$ cat config.mk
export PLATFORM = sky130hd
export DESIGN_NAME = spi_tx_queue
export DESIGN_NICKNAME = d
export VERILOG_FILES = /design/src/rtl/spi_pkg.sv /design/src/rtl/sync_fifo_8bit.sv /design/src/rtl/spi_tx_queue.sv
export SDC_FILE = /design/constraint.sdc
export NUM_CORES = 1
export LEC_CHECK = 0
export ABC_AREA = 1
export CORE_ASPECT_RATIO = 0.6
export CORE_UTILIZATION = 30
export CTS_CLUSTER_DIAMETER = 120
export CTS_CLUSTER_SIZE = 20
export DETAILED_ROUTE_END_ITERATION = 8
export GPL_TIMING_DRIVEN = 0
export MAX_ROUTING_LAYER = met4
export SYNTH_ARGS = -nofsm -noshare
export SYNTH_HDL_FRONTEND = slang
export SYNTH_HIERARCHICAL = 1
export SYNTH_SLANG_ARGS = --single-unit
export TNS_END_PERCENT = 5
$ cat constraint.sdc
create_clock -name CLK -period 3.1 [get_ports CLK]
set_input_delay 0.93 -clock CLK [delete_from_list [all_inputs] [get_ports CLK]]
set_output_delay 0.93 -clock CLK [all_outputs]
set_load 0.02 [all_outputs]
$ cat src/rtl/spi_pkg.sv
`default_nettype none
// +--------------------------------------------------------------------+
// | spi_pkg : shared defaults and FSM encodings for the SPI TX queue   |
// | Rev 1.0                                                            |
// +--------------------------------------------------------------------+
package spi_pkg;

   localparam int DEPTH_DEFAULT   = 8;
   localparam int TIMEOUT_DEFAULT = 255;

   localparam int STATE_W = 2;

   localparam logic [STATE_W-1:0] IDLE        = 2'd0;
   localparam logic [STATE_W-1:0] LOAD        = 2'd1;
   localparam logic [STATE_W-1:0] WAIT_ACCEPT = 2'd2;
   localparam logic [STATE_W-1:0] WAIT_DONE   = 2'd3;

endpackage
`default_nettype wire

$ cat src/rtl/sync_fifo_8bit.sv
`default_nettype none
// +--------------------------------------------------------------------+
// | sync_fifo_8bit : circular byte buffer with occupancy count         |
// | Rev 1.0                                                            |
// +--------------------------------------------------------------------+
module sync_fifo_8bit
   import spi_pkg::*;
#(
   parameter int DEPTH = DEPTH_DEFAULT
) (
   input  logic                   clk,
   input  logic                   clr_n,
   input  logic                   push,
   input  logic [7:0]             push_data,
   input  logic                   pop,
   output logic [7:0]             head,
   output logic                   full,
   output logic                   empty,
   output logic [$clog2(DEPTH):0] level
);

   localparam int AW = $clog2(DEPTH);
   localparam int LW = AW + 1;

   logic [7:0]    mem [DEPTH];
   logic [AW-1:0] wr_ptr;
   logic [AW-1:0] rd_ptr;
   logic          push_ok;
   logic          pop_ok;

   // Fullness is judged before any same-cycle pop, so a push into a full
   // queue is rejected even while the head is leaving.
   assign full    = (level == LW'(DEPTH));
   assign empty   = (level == '0);
   assign push_ok = push && !full;
   assign pop_ok  = pop && !empty;
   assign head    = mem[rd_ptr];

   always_ff @(posedge clk) begin
      if (push_ok) begin
         mem[wr_ptr] <= push_data;
      end
   end

   always_ff @(posedge clk) begin
      if (!clr_n) begin
         wr_ptr <= '0;
         rd_ptr <= '0;
         level  <= '0;
      end else begin
         if (push_ok) begin
            wr_ptr <= wr_ptr + 1'b1;
         end
         if (pop_ok) begin
            rd_ptr <= rd_ptr + 1'b1;
         end
         case ({push_ok, pop_ok})
            2'b10:   level <= level + 1'b1;
            2'b01:   level <= level - 1'b1;
            default: level <= level;
         endcase
      end
   end

endmodule
`default_nettype wire

$ cat src/rtl/spi_tx_queue.sv
`default_nettype none
// +--------------------------------------------------------------------+
// | spi_tx_queue : byte queue feeding an SPI sender with accept timeout|
// | Rev 1.0                                                            |
// +--------------------------------------------------------------------+
module spi_tx_queue
   import spi_pkg::*;
#(
   parameter int DEPTH   = DEPTH_DEFAULT,
   parameter int TIMEOUT = TIMEOUT_DEFAULT
) (
   input  logic                   CLK,
   input  logic                   CLR,
   input  logic                   PUSH,
   input  logic [7:0]             PUSH_DATA,
   input  logic                   CLEAR_ERR,
   input  logic                   SENDER_EMPTY,
   output logic                   FULL,
   output logic                   EMPTY,
   output logic [$clog2(DEPTH):0] LEVEL,
   output logic                   WRITE,
   output logic [7:0]             INCOMING_DATA,
   output logic                   BUSY,
   output logic                   OVERFLOW,
   output logic                   TIMEOUT_ERR
);

   localparam int CW = $clog2(TIMEOUT + 1);

   logic [STATE_W-1:0] state;
   logic [STATE_W-1:0] state_nxt;
   logic [CW-1:0]      wait_cnt;
   logic [7:0]         head;
   logic               timeout_hit;

   sync_fifo_8bit #(
      .DEPTH     (DEPTH)
   ) u_fifo (
      .clk       (CLK),
      .clr_n     (CLR),
      .push      (PUSH),
      .push_data (PUSH_DATA),
      .pop       (WRITE),
      .head      (head),
      .full      (FULL),
      .empty     (EMPTY),
      .level     (LEVEL)
   );

   assign WRITE = (state == LOAD);
   assign BUSY  = (state != IDLE);

   // Fires on the edge that would bring the counter to TIMEOUT.
   assign timeout_hit = (state == WAIT_ACCEPT) && SENDER_EMPTY
                        && (wait_cnt == CW'(TIMEOUT - 1));

   always_comb begin
      state_nxt = state;
      case (state)
         IDLE: begin
            if (!EMPTY && SENDER_EMPTY) begin
               state_nxt = LOAD;
            end
         end
         LOAD: begin
            state_nxt = WAIT_ACCEPT;
         end
         WAIT_ACCEPT: begin
            if (!SENDER_EMPTY) begin
               state_nxt = WAIT_DONE;
            end else if (timeout_hit) begin
               state_nxt = IDLE;
            end
         end
         WAIT_DONE: begin
            if (SENDER_EMPTY) begin
               state_nxt = IDLE;
            end
         end
         default: begin
            state_nxt = IDLE;
         end
      endcase
   end

   always_ff @(posedge CLK) begin
      if (!CLR) begin
         state         <= IDLE;
         wait_cnt      <= '0;
         INCOMING_DATA <= 8'h00;
         OVERFLOW      <= 1'b0;
         TIMEOUT_ERR   <= 1'b0;
      end else begin
         state <= state_nxt;
         if (state_nxt == LOAD) begin
            INCOMING_DATA <= head;
         end
         if (state == LOAD) begin
            wait_cnt <= '0;
         end else if (state == WAIT_ACCEPT) begin
            wait_cnt <= wait_cnt + 1'b1;
         end
         // A set event in the same cycle as CLEAR_ERR keeps the flag high.
         OVERFLOW    <= (PUSH && FULL) || (OVERFLOW && !CLEAR_ERR);
         TIMEOUT_ERR <= timeout_hit || (TIMEOUT_ERR && !CLEAR_ERR);
      end
   end

endmodule
`default_nettype wire

==> impl_metrics.csv <==
group,metric,value,unit
run_status,status,"finished clean",
critical_path,path_depth,3,
timing,fmax,0.371,GHz
clock_tree,cts_resized,0,
clock_tree,cts_buffers,9,
power_and_ir_drop,comb_power_share,0.300,
placement,gp_congestion,0.826,
routing,dr.pass1.iters,5,
clock_tree,cts_tree,"yes",
cells_and_area,multi_input_area,0.00124,mm2
critical_path,worstSetupPathType,"reg2out",
routing,post-route-drc-count,0,
routing,routed-via-count,2887,
floorplanning,dieArea,0.0140,mm2
power_and_ir_drop,p_leak,1.76,nW
critical_path,critPathLaunch,"state[0]",
critical_path,path_cells,"inv_1 > nor2_1 > clkdlybuf4s50_1",
routing,via_per_inst,4.73,
hold_path,hold_path_class,"reg2reg",
timing,rsz0062_at_grt,"no",
yosys,ys_types,27,
cells_and_area,final_cells,610,
critical_path,required,2.17,ns
clock_tree,postCtsHoldBufs,0,
power_and_ir_drop,p_total,3.93,mW
cells_and_area,drive_above_1_share,0.0864,
routing,dr.first_iter.drc_count,268,
timing,min_period,2.69,ns
global_route,globalRouteMet3Util,0.0354,
yosys,avgSynthCellArea,10.3,um2
global_route,met1_usage,0.210,
critical_path,rr_startpoint,"u_fifo/level[1]",
yosys,ys_warn_count,6,
yosys,synth_compound_area_frac,0.0966,
cells_and_area,antenna_cells,0,
timing,worst_slew_pin_slew,1.14,ns
yosys,synth_seq_area_share,0.639,
timing,skew,0.00475,ns
placement,placed_area,0.00455,mm2
power_and_ir_drop,seq_power_share,0.416,
global_route,grt_max_degree,17,
routing,wl_per_cell,15.1,um
global_route,busiest_layer,"met1",
cells_and_area,final_core_util,0.374,
clock_tree,cts_root_buf,"clkbuf_16",
critical_path,crit_arrival,1.76,ns
yosys,ys_seq_elements,97,
global_route,gr-total-overflow,0,
routing,final_antenna_net_count,0,
critical_path,end_kind,"primary output",
global_route,grt_pass1_wl,15.1,mm
clock_tree,clkTransAtPathRegs,0.06,ns
critical_path,worstPathMaxFanout,4,
yosys,syn_area,0.00404,mm2
timing,holdWs,0.469,ns
clock_tree,clock_path_buffers,2,
timing,setup_viol,0,
floorplanning,io_pins,31,
yosys,netlist_instances,394,
critical_path,cp.buffers_inverters,2,
yosys,yosys-top-cells-count,"nand2_1 (66), edfxtp_1 (64), nor2_1 (59)",
yosys,synthSimpleGateAreaFrac,0.160,
cells_and_area,area_delta_synth_final,20.2,%
yosys,ys.flop_type,"edfxtp_1",
yosys,synth_edf_count,64,
yosys,synth_area_leaders,"edfxtp_1 (48%), dfxtp_1 (16%), nand2_1 (6.1%)",
yosys,synth_mux_area_frac,0.0198,
yosys,synth_top_area_frac,0.476,
floorplanning,rows,32,
power_and_ir_drop,pwr_density_cell,810,mW/mm2
clock_tree,postCtsSetupRepairBufs,0,
power_and_ir_drop,ir_drop,0.476,mV
floorplanning,placeableCoreArea,0.0130,mm2
placement,dp_hpwl,6.40,mm
floorplanning,die_y,91.9,um
critical_path,path_delay_family,"buffers and inverters",
critical_path,ff2ff_path_depth,6,
yosys,synthesis.nets,414,
placement,dpl_worst_slack,0.103,ns
clock_tree,clk_latency,0.34,ns
placement,place_inst,594,
placement,io_buffers,30,
timing,fin_ws,0.408,ns
cells_and_area,fill_cells,1288,
timing,hold_viol,0,
cells_and_area,register_area,0.00258,mm2
yosys,synth_most_common_cell,"nand2_1",
yosys,synth_top_family_by_area,"simple AND/OR/NAND/NOR gates",
timing,maxSlewViolCount,0,
critical_path,slowest_stage,"clkdlybuf4s50_1",
yosys,yosys.area_share.xor_xnor,0.00867,
hold_path,hold-path-cell-count,2,
timing,period_share,0.869,
global_route,use_met2,0.202,
critical_path,cpPeakStageDelay,0.68,ns
clock_tree,clkSinkCount,97,
yosys,synthAdderAreaFrac,0.0217,
floorplanning,die_w,152,um
timing,timing.slew.headroom,0.234,
cells_and_area,final_area,0.00486,mm2
cells_and_area,nets,455,
power_and_ir_drop,swShare,0.333,
yosys,yosysTopAreaCell,"edfxtp_1",
floorplanning,start_util,0.311,
power_and_ir_drop,p_int,2.62,mW
clock_tree,htreeDepth,3,
hold_path,holdCritStartpoint,"OVERFLOW",
routing,wl,9.22,mm
global_route,gr-usage-all-layers,0.146,
global_route,first_global_vias,2848,
yosys,async_flop_share,0,
timing,finalSetupTns,0,ns
power_and_ir_drop,p_sw,1.31,mW
critical_path,cp-start-kind,"flop",
global_route,antenna_found_initial,0,
job,drv_cap,0,
power_and_ir_drop,clock_power_share,0.284,
[sequential cells by signal, summed over array words and instances, names as in the netlist, named ones only]
signal,flops
u_fifo/level,4
TIMEOUT_ERR,1
u_fifo/rd_ptr,3
INCOMING_DATA,8
OVERFLOW,1
u_fifo/wr_ptr,3
state,2
u_fifo/mem,64
wait_cnt,8
[worst reg2reg max path, stage by stage, from the launching register on]
cell and delay (ns):
dfxtp_1 0.45, nor2_1 0.09, nand3_1 0.13, nand2_2 0.14, nor2_1 0.14, inv_2 0.07
nor2_1 0.79
[per-layer routing]
metal  vias to the layer above  wire length, um
li1                       1414                -
met4                         0              104
met3                        10              583
met1                      1375             4880
met2                        88             3660
met5                         -                0
[placed cells by master (no fill, tap or decap), drive strengths merged]
master,n
nor3,2
clkinvlp,1
o22ai,8
nor2,63
xnor2,2
buf,9
and3,1
ha,7
nand3,18
a21oi,25
bufinv,1
edfxtp,64
nand4,2
dfxtp,33
o21ai,43
xor2,2
clkinv,3
inv,37
mux2i,8
nand2,69
clkdlybuf4s50,30
clkbuf,12
[power groups by stage]
stage	clock (mW)	sequential, mW	combinational, mW
2_1_floorplan	0	1.71	0.680
3_3_place_gp	0	1.66	1.15
3_5_place_dp	0	1.67	1.17
4_1_cts	1.14	1.64	1.18
5_1_grt	1.19	1.66	1.31
6_report	1.12	1.64	1.18
[cell type report]
cell class | count | area share
clock buffers | 10 | 0.0492
flip-flops and latches | 97 | 0.532
well taps | 170 | 0.0438
inverters | 36 | 0.0278
multi-input cells | 250 | 0.255
repair buffers | 30 | 0.0618
plain buffers | 11 | 0.0170
clock inverters | 6 | 0.0134
[path summary, 6_finish.rpt]
path         slack, ns          endpoint
min               0.47          OVERFLOW
min reg2reg       0.47          OVERFLOW
max               0.41             WRITE
max reg2reg       0.92  u_fifo/mem[1][1]
[kinds of logic after synthesis]
| group | after synthesis |
|---|---|
| AND/OR/NAND/NOR | 155 |
| AO/OA/AOI/OAI | 76 |
| flip-flops | 97 |
| multiplexers | 8 |
| adder cells (fa/ha/maj) | 7 |
| buffers and inverters | 47 |
| XOR/XNOR | 4 |
Note: power is estimated with default switching activity, not from simulation.
